--- config.mk ---
export PLATFORM = sky130hd
export DESIGN_NAME = stream_mem_arbiter_flat
export DESIGN_NICKNAME = d
export VERILOG_FILES = /design/src/rtl/stream_mem_arbiter_if.sv /design/src/rtl/stream_mem_arbiter.sv /design/src/flat_wrapper.sv
export SDC_FILE = /design/constraint.sdc
export NUM_CORES = 1
export LEC_CHECK = 0
export CAP_MARGIN = 20
export CELL_PAD_IN_SITES_DETAIL_PLACEMENT = 0
export CELL_PAD_IN_SITES_GLOBAL_PLACEMENT = 1
export CORE_MARGIN = 3
export CORE_UTILIZATION = 49
export DETAILED_ROUTE_END_ITERATION = 10
export DONT_BUFFER_PORTS = 1
export GPL_ROUTABILITY_DRIVEN = 1
export PLACE_DENSITY_LB_ADDON = 0.1
export SLEW_MARGIN = 20
export SYNTH_ARGS = -nofsm -noshare
export SYNTH_HDL_FRONTEND = slang
export SYNTH_SLANG_ARGS = --single-unit
--- constraint.sdc ---
create_clock -name clk_i -period 3.87 [get_ports clk_i]
set_input_delay 0.1935 -clock clk_i [delete_from_list [all_inputs] [get_ports clk_i]]
set_output_delay 0.1935 -clock clk_i [all_outputs]
set_load 0.01 [all_outputs]
--- src/rtl/stream_mem_arbiter_if.sv ---
// Bus bundle for stream_mem_arbiter: per-port request/response streams plus the memory side.
// master = arbiter view, slave = environment view (requesters and memory).
interface stream_mem_arbiter_if #(
    parameter int unsigned NumPorts   = 2,
    parameter type         mem_req_t  = logic,
    parameter type         mem_resp_t = logic
);
    mem_req_t                req_i [NumPorts];
    logic     [NumPorts-1:0] req_valid_i;
    logic     [NumPorts-1:0] req_ready_o;

    mem_resp_t               resp_o;
    logic     [NumPorts-1:0] resp_valid_o;
    logic     [NumPorts-1:0] resp_ready_i;

    mem_req_t                mem_req_o;
    logic                    mem_req_valid_o;
    logic                    mem_req_ready_i;

    mem_resp_t               mem_resp_i;
    logic                    mem_resp_valid_i;

    modport master (
        input  req_i, req_valid_i, resp_ready_i, mem_req_ready_i, mem_resp_i, mem_resp_valid_i,
        output req_ready_o, resp_o, resp_valid_o, mem_req_o, mem_req_valid_o
    );

    modport slave (
        output req_i, req_valid_i, resp_ready_i, mem_req_ready_i, mem_resp_i, mem_resp_valid_i,
        input  req_ready_o, resp_o, resp_valid_o, mem_req_o, mem_req_valid_o
    );
endinterface

--- src/rtl/stream_mem_arbiter.sv ---
// Credit-limited N:1 memory request arbiter with in-order response routing back to the issuing port.
// Define STREAM_MEM_ARBITER_RR_EN for round-robin arbitration; fixed lowest-index priority otherwise.
module stream_mem_arbiter #(
    parameter int unsigned NumPorts       = 2,
    parameter int unsigned MaxOutstanding = 2,
    parameter type         mem_req_t      = logic,
    parameter type         mem_resp_t     = logic
) (
    input  logic                        clk_i,
    input  logic                        rst_ni,
    stream_mem_arbiter_if.master        bus,
    output logic                        idle_o
);
    localparam int unsigned CntW = $clog2(MaxOutstanding + 1);
    localparam int unsigned PtrW = (MaxOutstanding > 1) ? $clog2(MaxOutstanding) : 1;
    localparam int unsigned SelW = (NumPorts > 1) ? $clog2(NumPorts) : 1;

    if (MaxOutstanding < 1) begin : g_bad_max
        $error("MaxOutstanding must be at least 1");
    end

    logic [CntW-1:0] cnt_q, cnt_d, rcnt_q, rcnt_d;
    logic            lock_q, lock_d;
    logic [SelW-1:0] sel, sel_q, pick, cand, head_idx;
    logic [PtrW-1:0] iwr_q, ird_q, rwr_q, rrd_q;
    logic [SelW-1:0] idx_mem_q  [MaxOutstanding];
    mem_resp_t       resp_mem_q [MaxOutstanding];
    logic            found, resp_pending, deliver, credit_ok, issue, push_r, pop_r;

    function automatic logic [PtrW-1:0] ptr_inc(input logic [PtrW-1:0] p);
        return (p == PtrW'(MaxOutstanding - 1)) ? '0 : p + 1'b1;
    endfunction

`ifdef STREAM_MEM_ARBITER_RR_EN
    logic [SelW-1:0] rr_q;

    always_comb begin
        pick  = '0;
        cand  = '0;
        found = 1'b0;
        for (int unsigned i = 0; i < NumPorts; i++) begin
            cand = SelW'((32'(rr_q) + i) % NumPorts);
            if (!found && bus.req_valid_i[cand]) begin
                pick  = cand;
                found = 1'b1;
            end
        end
    end

    always_ff @(posedge clk_i or negedge rst_ni) begin
        if (!rst_ni) begin
            rr_q <= '0;
        end else if (issue) begin
            rr_q <= (sel == SelW'(NumPorts - 1)) ? '0 : sel + 1'b1;
        end
    end
`else
    always_comb begin
        pick  = '0;
        cand  = '0;
        found = 1'b0;
        for (int unsigned i = NumPorts; i > 0; i--) begin
            cand = SelW'(i - 1);
            if (bus.req_valid_i[cand]) begin
                pick  = cand;
                found = 1'b1;
            end
        end
    end
`endif

    // A stalled request keeps its port until the memory accepts it.
    assign sel      = lock_q ? sel_q : pick;
    assign head_idx = idx_mem_q[ird_q];

    // Response FIFO falls through when empty; nothing is routed without a matching issue.
    assign resp_pending = (cnt_q != '0) && ((rcnt_q != '0) || bus.mem_resp_valid_i);
    assign bus.resp_o   = (rcnt_q != '0) ? resp_mem_q[rrd_q] : bus.mem_resp_i;
    assign deliver      = resp_pending && bus.resp_ready_i[head_idx];

    assign credit_ok           = (cnt_q < CntW'(MaxOutstanding)) || deliver;
    assign bus.mem_req_valid_o = rst_ni && ((credit_ok && (|bus.req_valid_i)) || lock_q);
    assign bus.mem_req_o       = bus.req_i[sel];
    assign issue               = bus.mem_req_valid_o && bus.mem_req_ready_i;

    always_comb begin
        bus.req_ready_o  = '0;
        bus.resp_valid_o = '0;
        for (int unsigned i = 0; i < NumPorts; i++) begin
            bus.req_ready_o[i]  = issue && (sel == SelW'(i));
            bus.resp_valid_o[i] = resp_pending && (head_idx == SelW'(i));
        end
    end

    assign push_r = bus.mem_resp_valid_i && (cnt_q != '0) && !((rcnt_q == '0) && deliver);
    assign pop_r  = deliver && (rcnt_q != '0);
    assign cnt_d  = cnt_q + CntW'(issue) - CntW'(deliver);
    assign rcnt_d = rcnt_q + CntW'(push_r) - CntW'(pop_r);
    assign lock_d = bus.mem_req_valid_o && !bus.mem_req_ready_i;
    assign idle_o = (cnt_q == '0);

    always_ff @(posedge clk_i or negedge rst_ni) begin
        if (!rst_ni) begin
            cnt_q  <= '0;
            rcnt_q <= '0;
            lock_q <= 1'b0;
            sel_q  <= '0;
            iwr_q  <= '0;
            ird_q  <= '0;
            rwr_q  <= '0;
            rrd_q  <= '0;
        end else begin
            cnt_q  <= cnt_d;
            rcnt_q <= rcnt_d;
            lock_q <= lock_d;
            sel_q  <= sel;
            if (issue)   iwr_q <= ptr_inc(iwr_q);
            if (deliver) ird_q <= ptr_inc(ird_q);
            if (push_r)  rwr_q <= ptr_inc(rwr_q);
            if (pop_r)   rrd_q <= ptr_inc(rrd_q);
        end
    end

    always_ff @(posedge clk_i) begin
        if (issue)  idx_mem_q[iwr_q]  <= sel;
        if (push_r) resp_mem_q[rwr_q] <= bus.mem_resp_i;
    end

`ifndef SYNTHESIS
    mem_req_t req_hold_q;

    always_ff @(posedge clk_i) begin
        req_hold_q <= bus.mem_req_o;
        if (rst_ni) begin
            assert (!(bus.mem_resp_valid_i && (cnt_q == '0)))
                else $error("spurious memory response with nothing outstanding");
            assert (!(bus.mem_resp_valid_i && (rcnt_q == CntW'(MaxOutstanding))))
                else $error("memory response lost, response FIFO full");
            if (lock_q) begin
                assert (bus.mem_req_o == req_hold_q)
                    else $error("request payload changed while stalled");
            end
        end
    end
`endif
endmodule
--- src/flat_wrapper.sv ---
// flat-port wrapper written by rule: the top's interface ports become plain ports
module stream_mem_arbiter_flat 
#(
    parameter int unsigned NumPorts       = 2,
    parameter int unsigned MaxOutstanding = 2,
    parameter type         mem_req_t      = logic,
    parameter type         mem_resp_t     = logic
)
  (clk_i, rst_ni, idle_o, bus_req_i, bus_req_valid_i, bus_resp_ready_i, bus_mem_req_ready_i, bus_mem_resp_i, bus_mem_resp_valid_i, bus_req_ready_o, bus_resp_o, bus_resp_valid_o, bus_mem_req_o, bus_mem_req_valid_o);
  stream_mem_arbiter_if #(.NumPorts(NumPorts), .mem_req_t(mem_req_t), .mem_resp_t(mem_resp_t)) bus_i ();
  input  logic clk_i;
  input  logic rst_ni;
  output logic idle_o;
  input wire logic [$bits(bus_i.req_i)-1:0] bus_req_i;
  input wire logic [$bits(bus_i.req_valid_i)-1:0] bus_req_valid_i;
  input wire logic [$bits(bus_i.resp_ready_i)-1:0] bus_resp_ready_i;
  input wire logic [$bits(bus_i.mem_req_ready_i)-1:0] bus_mem_req_ready_i;
  input wire logic [$bits(bus_i.mem_resp_i)-1:0] bus_mem_resp_i;
  input wire logic [$bits(bus_i.mem_resp_valid_i)-1:0] bus_mem_resp_valid_i;
  output wire logic [$bits(bus_i.req_ready_o)-1:0] bus_req_ready_o;
  output wire logic [$bits(bus_i.resp_o)-1:0] bus_resp_o;
  output wire logic [$bits(bus_i.resp_valid_o)-1:0] bus_resp_valid_o;
  output wire logic [$bits(bus_i.mem_req_o)-1:0] bus_mem_req_o;
  output wire logic [$bits(bus_i.mem_req_valid_o)-1:0] bus_mem_req_valid_o;
  assign bus_i.req_i = {>>{bus_req_i}};
  assign bus_i.req_valid_i = bus_req_valid_i;
  assign bus_i.resp_ready_i = bus_resp_ready_i;
  assign bus_i.mem_req_ready_i = bus_mem_req_ready_i;
  assign bus_i.mem_resp_i = bus_mem_resp_i;
  assign bus_i.mem_resp_valid_i = bus_mem_resp_valid_i;
  assign bus_req_ready_o = bus_i.req_ready_o;
  assign bus_resp_o = bus_i.resp_o;
  assign bus_resp_valid_o = bus_i.resp_valid_o;
  assign bus_mem_req_o = bus_i.mem_req_o;
  assign bus_mem_req_valid_o = bus_i.mem_req_valid_o;
  stream_mem_arbiter #(.NumPorts(NumPorts), .MaxOutstanding(MaxOutstanding), .mem_req_t(mem_req_t), .mem_resp_t(mem_resp_t)) u_core (.clk_i(clk_i), .rst_ni(rst_ni), .bus(bus_i), .idle_o(idle_o));
endmodule
# After elaboration in Yosys (flattened, before gate mapping)

Memories as Yosys holds them, arrays and structs flattened.
Index checks and enable logic that the tools add are counted.
Widths: inputs -> output; s select.

Memory bits (writable): 4
Register bits: 10
Word-level logic and storage cells: 65
Memories kept: 2
Input bits: 11
Output and inout bits: 8

Memories:

| memory            | words | bits a word | read ports | clocked after Yosys merged registers in | write ports | line                     | text |
|---|---|---|---|---|---|---|---|
| u_core.idx_mem_q  | 2     | 1           | 1          | 0                                       | 1           | stream_mem_arbiter.sv:26 | `logic [SelW-1:0] idx_mem_q [MaxOutstanding];` |
| u_core.resp_mem_q | 2     | 1           | 1          | 0                                       | 1           | stream_mem_arbiter.sv:27 | `mem_resp_t resp_mem_q [MaxOutstanding];` |

$lt $le $gt $ge: 3
Mux-type cells: 17
Bitwise operators: 3
Reduce and logical (&&, ||, !) cells: 24
Add/subtract/negate cells: 8

Operators by type and width:

| kind                | number |
|---|---|
| $mux 1              | 17 |
| $logic_and 1x1->1   | 14 |
| $add 1x1->1 const B | 4 |
| $add 2x1->2         | 2 |
| $logic_not 2->1     | 2 |
| $reduce_bool 2->1   | 2 |
| $sub 2x1->2         | 2 |
| $logic_or 1x1->1    | 3 |
| $ge 2x2->1 const B  | 1 |
| $logic_not 1->1     | 2 |
| $lt 1x2->1 const B  | 1 |
| $lt 2x2->1 const B  | 1 |
| $not 1->1           | 2 |
| $not 1->2           | 1 |
| $reduce_or 2->1     | 1 |

# Depth between registers and ports, before layout

Depth after elaboration: 11
Depth in mapped cells: 8
Gate-level depth less buffers: 8

# Least setup slack after synthesis

Ideal clock, no wire load.

Kind: reg2reg
Start point: register u_core.ird_q
End point: register u_core.rcnt_q[1]
Cell stages (with the launch flop): 9
Buffers on the path: 0
Required time: 3747 ps
Clock period less this slack: 2077 ps
Path slack: 1793 ps
Library setup time: 123 ps
Arrival time: 1954 ps
Cells stage by stage: dfrtp_1 > mux2i_2 > mux2i_1 > nor3_1 > ha_1 > inv_1 > ha_1 > xnor2_1 > xnor2_1

Elaborated cells between the ends (all ways): 10
Classes of those cells: add/sub (2); mux (2); reduce/logical (5); memory (1)

RTL lines:

| what                                      | line                      | text |
|---|---|---|
| from (decl)                               | stream_mem_arbiter.sv:25  | `logic [PtrW-1:0] iwr_q, ird_q, rwr_q, rrd_q;` |
| from (signal assigned)                    | stream_mem_arbiter.sv:118 | `if (deliver) ird_q <= ptr_inc(ird_q);` |
| $mem_v2 2x1                               | -                         |  |
| $mux 1 (not written as such) (2 in a row) | stream_mem_arbiter.sv:79  | `assign deliver = resp_pending && bus.resp_ready_i[head_idx];` |
| $logic_and 1x1->1                         | stream_mem_arbiter.sv:79  |  |
| $logic_and 1x1->1                         | stream_mem_arbiter.sv:96  | `assign pop_r = deliver && (rcnt_q != '0);` |
| via u_core.pop_r                          | stream_mem_arbiter.sv:28  | `logic found, resp_pending, deliver, credit_ok, issue, push_r, pop_r;` |
| $sub 2x1->2                               | stream_mem_arbiter.sv:98  | `assign rcnt_d = rcnt_q + CntW'(push_r) - CntW'(pop_r);` |
| via u_core.rcnt_d[1]                      | stream_mem_arbiter.sv:22  | `logic [CntW-1:0] cnt_q, cnt_d, rcnt_q, rcnt_d;` |
| to (signal assigned)                      | stream_mem_arbiter.sv:114 | `rcnt_q <= rcnt_d;` |
| to (decl)                                 | stream_mem_arbiter.sv:22  |  |

The timed path passes the listed nets, and every way through them passes these cells. The select of a mux whose other input is x is not followed.
A chain may end at the register's enable or synchronous reset.

# Final worst setup path

Same ends and word-level chain as after synthesis.

==> impl_metrics.toml <==
[clocking]
cts_sinks = 14
cts_max_level = 1
path_clk_slew_ns = 0.07
ctsResizeCount = 0
ctsLongestPathBuffers = 2
cts_buffers = 3
cts_tree = "built"
worst_skew_pair.late_latency_ns = 0.26
root_buffer = "clkbuf_4"

[detailed_routing]
wirelength_mm = 1.15
vias_per_cell = 5.49
drc_errors = 0
vias = 445
ant_nets = 0
wl_per_cell_um = 14.2
first_iter_violations = 4
first_pass_iters = 4

[setup_path]
critPathMaxStageDelay_ns = 0.54
start_kind = "register"
path_max_fanout = 5
crit_slowest_cell = "mux2i_1"
required_ns = 4.05
worst_setup_path_end_kind = "register"
worst-setup-path-type = "register to register"
crit_arrival_ns = 2.52
cp_cell_sequence = "mux2i_2, mux2i_1, nor3_1, ha_1, inv_1, ha_1, xnor2_1, xnor2_1"

[floorplan]
coreArea_um2 = 1350
die_y_um = 44.8
io_pins = 19
std_cell_rows = 13
die_area_um2 = 2010
initial_core_util_pct = 54.8
die_w_um = 44.8

[outcome]
status = "complete, no violations"

[place]
pre_cts_slack_ns = 1.50
routabilityCongestion = 0.693
io_buffers = 0
placed_area_um2 = 758

[sta]
relSlewSlack_pct = 53.0
fmax_ghz = 0.427
skew_ns = 0.00339
final_hold_viol_count = 0
slew_violations = 0
fin_crit_sh_pct = 60.5
fin_crit_ns = 2.34
rsz0062_at_grt = "no"
setup_violations = 0
fin_tns_setup_ns = 0
tightestPinTransition_ns = 0.699
finalWorstSetupSlack_ns = 1.53

[worst_hold_path]
hold_class = "input pin to register"

[yosys]
synthTopCellsByArea = "dfrtp_1 (34%), edfxtp_1 (16%), ha_1 (6.8%)"
syn_inst = 62
netlist_area_um2 = 739
ys_warn_count = 0
synth_top_area_share_pct = 33.8
syn_avg_cell_area_um2 = 11.9
syn_nets = 77
ys_seq_area_share_pct = 50.1
synth_top_area_cell = "dfrtp_1"
ys_types = 23
synth-seq-cells = 14

[finish]
stdcell_area_um2 = 791
drive_gt1_share_pct = 12.1
area_delta_synth_final_pct = 6.94
antenna_cells = 0
final_nets = 83

[global_route]
antenna_found_initial = 0
track_usage_pct = 13.9
grt_pass1_vias = 451
grt_pass1_wl_mm = 1.94
grt-ovfl-total = 0
grt_max_degree = 11

[power]
p_per_area_nw_per_um2 = 759
p_leak_nw = 0.361
power_w = 0.000600
peakVddDrop_uv = 376

[job]
maxCapViolations = 0
-- critical path, delay by kind of cell, from the launching register on --
kind,cells,cell delay [ns]
muxes,2,0.85
adders and majority gates,2,0.49
DFF,1,0.39
xor gates and xnor gates,2,0.32
and+or+nand+nor,1,0.17
buffers and inverters,1,0.04
-- timing repair --
item | CTS | global route
hold buffers | 1 | 0
hold endpoints to repair | 10 | 0
setup buffers | 0 | 0
-- metal layers --
| metal | global-route usage (%) | share of wire [%] |
|---|---|---|
| met3 | 3.19 | 7.3 |
| met1 | 16.7 | 46 |
| met4 | 10.5 | 1.0 |
| met2 | 21.5 | 46 |
| met5 | 0 | 0 |
-- cell type report --
cell class | instances | area, um2
inverters | 7 | 26.3
multi-input cells | 41 | 343
fillers | 119 | 559
repair buffers | 1 | 10.0
well taps | 15 | 18.8
clock buffers | 3 | 22.5
flip-flops and latches | 14 | 370
-- path summary, 6_finish.rpt --
kind	start	to	slack [ns]	cells after the start
max	u_core.ird_q	u_core.rcnt_q[1]	1.53	8
min	bus_mem_resp_i	u_core.resp_mem_q[1]	0.02	0
max reg2reg	u_core.ird_q	u_core.rcnt_q[1]	1.53	8
min reg2reg	u_core.iwr_q	u_core.iwr_q	0.49	1
max in group asynchronous	rst_ni	u_core.iwr_q	3.24	1
min in group asynchronous	rst_ni	u_core.lock_q	0.31	1
-- cells by family after synthesis --
group / after synthesis / synth area share [%]
AND/OR/NAND/NOR: 14 / 10.5
flip-flops: 14 / 50.1
AO/OA/AOI/OAI: 11 / 13.5
XOR/XNOR: 8 / 9.47
buffers and inverters: 7 / 3.55
multiplexers: 4 / 6.09
adder cells (fa/ha/maj): 4 / 6.77
-- sequential cells by signal, indices dropped and copies added, names as in the netlist --
| signal | cells |
|---|---|
| u_core.rcnt_q | 2 |
| u_core.lock_q | 1 |
| u_core.iwr_q | 1 |
| u_core.cnt_q | 2 |
| u_core.idx_mem_q | 2 |
| u_core.rwr_q | 1 |
| u_core.resp_mem_q | 2 |
| u_core.rrd_q | 1 |
| u_core.sel_q | 1 |
| u_core.ird_q | 1 |
-- per-stage QoR --
step	hold WS, ns	std cells	utilization [%]
2_1_floorplan	-0.102	62	-
3_3_place_gp	-0.102	77	56.2
3_5_place_dp	-0.102	77	56.2
4_1_cts	0.00552	81	58.6
5_1_grt	0.00125	81	58.6
6_report	0.0185	81	58.6
-- power by group --
part           switching [W]  leakage (nW)  internal (W)
clock              0.0000390        0.0138     0.0000359
combinational       0.000143         0.191      0.000121
sequential         0.0000473         0.157      0.000215
total               0.000229         0.361      0.000371
-- synthesized netlist by cell type --
library cell   n
o41ai_4        1
dfrtp_1       10
xnor2_1        4
nor3b_1        1
mux2_2         1
o311a_1        2
nand2_1        1
ha_1           4
a21oi_1        1
mux2i_1        2
o21ba_2        1
and2_1         5
nor2b_1        2
or2_2          1
nor2_1         3
mux2i_2        1
nor3_1         1
o21ai_0        3
xor2_1         4
inv_1          7
edfxtp_1       4
o211ai_1       1
o31ai_1        2
-- cells in the final DEF (no fill, tap or decap), types with 2 or more instances in the layout --
| cell | n |
|---|---|
| xor2_1 | 4 |
| clkbuf_4 | 3 |
| ha_1 | 4 |
| o21ai_0 | 3 |
| dfrtp_1 | 10 |
| and2_1 | 5 |
| nor2_1 | 3 |
| mux2i_1 | 2 |
| nor2b_1 | 2 |
| xnor2_1 | 4 |
| edfxtp_1 | 4 |
| inv_1 | 7 |
| o31ai_1 | 2 |
| o311a_1 | 2 |
Power figures use the tool's default switching activity.
